## src/rtl/reset_sequencer.sv

```systemverilog
// Reset sequencer: synchronises async reset requests, enforces a hold time,
// then releases rst_out bits one by one in ascending order with a fixed gap.
//
// state   | meaning
// --------+-----------------------------------------------------------
// ASSERT  | all rst_out high, accumulating request causes
// HOLD    | requests gone, counting HOLD_CYCLES clean cycles
// RELEASE | releasing rst_out[idx] every GAP_CYCLES
// RUN     | all rst_out released, ready high
module reset_sequencer #(
    parameter int N_REQ       = 2,
    parameter int N_OUT       = 3,
    parameter int SYNC_STAGES = 2,
    parameter int HOLD_CYCLES = 16,
    parameter int GAP_CYCLES  = 4
) (
    input  logic             clk,
    input  logic             reset,
    input  logic [N_REQ-1:0] rst_req,
    output logic [N_OUT-1:0] rst_out,
    output logic             ready,
    output logic [N_REQ-1:0] rst_cause
);

    localparam int MAX_CYC = (HOLD_CYCLES > GAP_CYCLES) ? HOLD_CYCLES : GAP_CYCLES;
    localparam int CW      = ($clog2(MAX_CYC) < 1) ? 1 : $clog2(MAX_CYC);
    localparam int IW      = $clog2(N_OUT) + 1;

    localparam logic [CW-1:0] HOLD_LAST = CW'(HOLD_CYCLES - 1);
    localparam logic [CW-1:0] GAP_LAST  = CW'(GAP_CYCLES - 1);
    localparam logic [IW-1:0] IDX_LAST  = IW'(N_OUT - 1);

    typedef enum logic [1:0] {ASSERT, HOLD, RELEASE, RUN} state_t;

    logic [SYNC_STAGES-1:0][N_REQ-1:0] sync;
    logic [SYNC_STAGES-1:0]            sync_valid;
    logic [N_REQ-1:0]                  req_bits;
    logic [N_REQ-1:0]                  cause_bits;
    logic                              req_s;

    state_t          state;
    logic [CW-1:0]   cnt;
    logic [IW-1:0]   idx;

    // Stages preset to 1 keep ASSERT held until real samples arrive; sync_valid
    // marks which stages hold a real sample so the preset never counts as a cause.
    always_ff @(posedge clk) begin
        if (reset) begin
            sync       <= '1;
            sync_valid <= '0;
        end else begin
            sync       <= {sync[SYNC_STAGES-2:0], rst_req};
            sync_valid <= {sync_valid[SYNC_STAGES-2:0], 1'b1};
        end
    end

    assign req_bits   = sync[SYNC_STAGES-1];
    assign req_s      = |req_bits;
    assign cause_bits = sync_valid[SYNC_STAGES-1] ? req_bits : '0;

    always_ff @(posedge clk) begin
        if (reset) begin
            state     <= ASSERT;
            cnt       <= '0;
            idx       <= '0;
            rst_out   <= '1;
            ready     <= 1'b0;
            rst_cause <= '0;
        end else if (req_s && state != ASSERT) begin
            state     <= ASSERT;
            cnt       <= '0;
            idx       <= '0;
            rst_out   <= '1;
            ready     <= 1'b0;
            rst_cause <= cause_bits;
        end else begin
            case (state)
                ASSERT: begin
                    rst_out   <= '1;
                    ready     <= 1'b0;
                    rst_cause <= rst_cause | cause_bits;
                    if (!req_s) begin
                        state <= HOLD;
                        cnt   <= '0;
                    end
                end
                HOLD: begin
                    if (cnt == HOLD_LAST) begin
                        rst_out <= rst_out << 1;
                        cnt     <= '0;
                        idx     <= IW'(1);
                        if (N_OUT == 1) begin
                            state <= RUN;
                            ready <= 1'b1;
                        end else begin
                            state <= RELEASE;
                        end
                    end else begin
                        cnt <= cnt + CW'(1);
                    end
                end
                RELEASE: begin
                    // rst_out is a thermometer code, so shifting clears exactly bit idx
                    if (cnt == GAP_LAST) begin
                        rst_out <= rst_out << 1;
                        cnt     <= '0;
                        idx     <= idx + IW'(1);
                        if (idx == IDX_LAST) begin
                            state <= RUN;
                            ready <= 1'b1;
                        end
                    end else begin
                        cnt <= cnt + CW'(1);
                    end
                end
                RUN: begin
                    rst_out <= '0;
                    ready   <= 1'b1;
                end
                default: state <= ASSERT;
            endcase
        end
    end

endmodule

```

## config.mk

```make
export PLATFORM = sky130hd
export DESIGN_NAME = reset_sequencer
export DESIGN_NICKNAME = d
export VERILOG_FILES = /design/src/rtl/reset_sequencer.sv
export SDC_FILE = /design/constraint.sdc
export NUM_CORES = 1
export LEC_CHECK = 0
export BUFFER_PORTS_ARGS = -buffer_cell sky130_fd_sc_hd__buf_4
export CAP_MARGIN = 20
export CORE_UTILIZATION = 36
export CTS_BUF_LIST = sky130_fd_sc_hd__clkbuf_16
export CTS_CLUSTER_DIAMETER = 60
export DETAILED_ROUTE_END_ITERATION = 7
export PLACE_DENSITY = 0.61
export SLEW_MARGIN = 30
export SYNTH_ARGS = -nofsm -noshare
export SYNTH_HDL_FRONTEND = slang
export SYNTH_SLANG_ARGS = --single-unit
```

## constraint.sdc

```tcl
create_clock -name clk -period 2.1 [get_ports clk]
set_clock_uncertainty 0.2 [all_clocks]
set_input_delay 0.315 -clock clk [delete_from_list [all_inputs] [get_ports clk]]
set_output_delay 0.315 -clock clk [all_outputs]
set_load 0.01 [all_outputs]
```

# Word-level counts from Yosys, hierarchy flattened
# Cells that the tools add are included.
[word_totals]
register_bits = 21
in_bits = 4
output_inout_bits = 6
wordCells = 59
[op_classes]
addsub = 2
eq_ne = 10
muxes = 22
bitwise = 1
n_reduce_logical = 14
[ops]
columns = ["operator", "n"]
rows = [
  ["2-to-1 mux 2 bit", 7],
  ["2-to-1 mux 3 bit", 4],
  ["2-to-1 mux 4 bit", 3],
  ["case mux 3 bit (4 select lines)", 1],
  ["case mux 4 bit (3 select lines)", 1],
  ["!= test 2 bit (second input constant)", 4],
  ["case mux 2 bit (3 select lines)", 1],
  ["case mux 3 bit (2 select lines)", 1],
  ["AND reduction 3 bit", 2],
  ["nonzero test 2 bit", 3],
  ["nonzero test 3 bit", 2],
  ["AND reduction 5 bit", 1],
  ["adder 4 x 1 -> 4 bit (second input constant)", 1],
  ["== test 2 bit (second input constant)", 2],
  ["== test 4 x 2 -> 1 bit (second input constant)", 1],
  ["== test 4 bit (second input constant)", 1],
  ["AND reduction 2 bit", 2],
  ["OR reduction 2 bit", 2],
  ["adder 3 x 1 -> 3 bit (second input constant)", 1],
  ["== test 3 x 2 -> 1 bit (second input constant)", 1],
  ["2-to-1 mux 1 bit", 3],
  ["case mux 1 bit (3 select lines)", 1],
  ["== test 2 x 1 -> 1 bit (second input constant)", 1],
  ["zero test 2 bit", 1],
  ["2 further kinds", 2],
]

# Logic depth before layout (Yosys ltp)
[logic_depth]
ltp_word = 4
ltp_mapped = 7
ltp_nobuf = 6

# Worst setup path after synthesis
# OpenSTA, ideal clock, no wires.
[synth_timing]
path_type = "register to register"
startpoint = "register state[0]"
endpoint = "register state[0]"
setup_time_ns = 0.134
arrival_time_ns = 1.584
t_required_ns = 1.766
path_slack_ns = 0.181
path_stages_with_launch = 8
n_path_buf = 1
period_less_slack_ns = 1.919
cell_sequence = "dfxtp_1 inv_1 ha_1 and4b_1 a211oi_2 buf_4 o311ai_0 o31ai_1"
[synth_via]
elab_chain_cells = 3
word_cells_on_any_way = 13
[synth_rtl]
columns = ["element", "line", "text"]
rows = [
  ["start, declared", "41", "state_t state;"],
  ["start signal, assigned", "63", "state <= ASSERT;"],
  ["start signal, assigned", "70", "state <= ASSERT;"],
  ["start signal, assigned", "83", "state <= HOLD;"],
  ["== test 2 bit (tied with other cells)", "77", "case (state)"],
  ["!= test 2 bit (no line) (tied with other cells)", "-", ""],
  ["AND reduction 5 bit (no line) / OR reduction 2 bit (equally long branches)", "-", ""],
]
# Several ways; a longest one is shown, not always the timed one.
# A chain may end at the register's enable or synchronous reset.

# Worst setup path after layout
[layout_timing]
startpoint = "register state[1]"
endpoint = "register state[0]"
# Same word-level chain as after synthesis.

==> out/metrics.yaml <==
outcome:
  status: "finished, violations left"
  violations: "negative setup slack"
critical_path:
  crit_slowest_cell: "o311ai_0"
  cp.required_ns: 2.01
  cp_cell_sequence: "inv_1 -> ha_1 -> nor3_2 -> a211oi_4 -> o311ai_0 -> o31ai_2"
  crit_family: "compound AO/OA/AOI/OAI gates"
  r2r_slack_ns: -0.02
  setup.worst_path.class: "flip-flop to flip-flop"
  endpoint_kind: "flip-flop"
  start_kind: "flip-flop"
  critical_path_buf_inv_count: 1
  arrival_ns: 2.03
  path_max_fanout: 6
  max_stage_delay_ns: 0.50
drt:
  vias: 822
  initialDrtViolationCount: 19
  wl_um: 2030
  wl_per_cell_um: 13.5
  firstDrtPassIters: 4
  vias_per_cell: 5.48
  drc: 0
  ant_nets: 0
clock_network:
  cts_tree: "built"
  cts-htree-levels: 1
  cts.path.max_buffers: 2
  cts_root_buf: "clkbuf_16"
  clk_pin_slew_ns: 0.06
  cts_hold_buf: 0
  clock_latency_ns: 0.25
  cts.sinks: 21
  cts_buffers: 3
final_layout:
  areaGrowthSynthToFinish_pct: 21.5
  final_common_cell: "dfxtp_1"
  antennaDiodeCount: 0
  final_cell_mix: "20 x dfxtp_1, 14 x buf_4, 10 x nand2_1, 8 x ha_1, 7 x nor2b_1"
  drive_gt1_frac: 0.267
  final_nets: 133
  final_util: 0.479
floorplan:
  rows: 18
  coreArea_um2: 2570
  fp.dieW_um: 55.0
  die_h_um: 55.0
  initial_core_util: 0.394
  dieArea_um2: 3020
  io_pins: 10
sta:
  setup_ws_ns: -0.0181
  relSlewSlack: 0.635
  tns_ns: -0.0181
  period_needed_ns: 2.12
  finalHoldViolations: 0
  max_freq_ghz: 0.472
  slew_violations: 0
  worst_pin_slew_ns: 0.543
  min_period_over_period: 1.01
  rsz0062_at_grt: "yes"
  setup_viol: 1
power_and_ir_drop:
  p_total_w: 0.00104
  power.leakage_nw: 0.488
  irDropWorstVdd_mv: 0.619
  power.density_nw_per_um2: 845
synthesis:
  synth_edf_count: 0
  ys_types: 39
  synthCells: 107
  syn-cell-area_um2: 1010
  async_flop_share: 0
  synth.avg_cell_area_um2: 9.45
  yosysWarnings: 0
  synth-seq-cells: 21
  synthesis.nets: 119
  synth_ff_type: "dfxtp_1"
  yosysSeqAreaShare: 0.416
run:
  max_cap_violations: 0
grt:
  gr-total-overflow: 0
  antenna_found_initial: 0
  grt_pass1_wl_um: 3220
  grt_pass1_vias: 742
  grtUsageTotal: 0.153
  grt_max_degree: 13
placement:
  hpwl_um: 1440
  io_buffers: 9
  gpl.final_weighted_congestion: 0.832
min_path:
  min_path_type: "input pin to flip-flop"
==> through the flow <==
step           area, um^2  std cells  hold WS [ns]  setup WS (ns)
6_report             1230        150        0.0436        -0.0181
5_1_grt              1230        150        0.0448         -0.118
4_1_cts              1190        149        0.0432         0.0548
3_5_place_dp         1110        145         0.210         0.0743
3_3_place_gp         1110        145         0.191         0.0970
2_1_floorplan        1010        107         0.172          0.181
==> worst register-to-register path, cell delays in order (launching register included) <==
cell	delay, ns
dfxtp_1	0.39
inv_1	0.11
ha_1	0.30
nor3_2	0.21
a211oi_4	0.12
o311ai_0	0.50
o31ai_2	0.15
==> per-layer routing <==
layer | wire [um] | GRT usage | part of all wire | vias to the layer above
met2 | 972 | 0.239 | 0.48 | 19
li1 | - | - | - | 409
met1 | 900 | 0.193 | 0.44 | 385
met3 | 76 | 0.0410 | 0.038 | 9
met5 | 0 | 0 | 0 | -
met4 | 76 | 0.0750 | 0.038 | 0
==> final cells by class <==
type	instances	area, um^2
sequential	21	422
clock buffer	3	75.1
tap	30	37.5
timing repair buffer	14	105
fill	239	1340
inverter	5	18.8
clock inverter	1	5.00
multi-input combinational	76	566
==> repair_timing <==
item,CTS,global route
resized for setup,0,7
setup endpoints to repair,0,6
buffers inserted,0,1
==> cell families after synthesis <==
family,after synthesis,share of synthesized area
buffers and inverters,10,0.0507
multiplexers,1,0.00990
adder cells (fa/ha/maj),8,0.0990
AND/OR/NAND/NOR,42,0.238
flip-flops,21,0.416
AO/OA/AOI/OAI,25,0.187
==> path summary, 6_finish.rpt <==
path | startpoint | end | depth (start not counted)
max | state[1]$_SDFFE_PP0P_ | state[0]$_SDFFE_PP0P_ | 6
min | rst_req[1] | sync[1]$_SDFF_PP1_ | 2
max reg2reg | state[1]$_SDFFE_PP0P_ | state[0]$_SDFFE_PP0P_ | 6
min reg2reg | sync[0]$_SDFF_PP1_ | req_bits[0]$_SDFF_PP1_ | 1
==> flip-flops by register name (all words and copies together), names as in the netlist <==
| signal | count |
|---|---|
| cnt | 4 |
| idx | 3 |
| ready | 1 |
| req_bits | 2 |
| rst_cause | 2 |
| rst_out | 3 |
| state | 2 |
| sync | 2 |
| sync_valid | 2 |
==> where the power goes <==
group | internal [W] | switching (W)
clock | 0.000256 | 0.000143
combinational | 0.0000933 | 0.000110
sequential | 0.000422 | 0.0000152
==> Yosys cell counts (all sizes together) (3+ instances only) <==
cell	count	area share
or2	6	0.037
nor2	6	0.022
ha	8	0.099
nor2b	7	0.043
a21oi	4	0.020
o21ai	3	0.015
dfxtp	21	0.42
nand2	10	0.037
buf	3	0.024
o311ai	4	0.035
inv	5	0.019
Power figures use the tool's default switching activity.
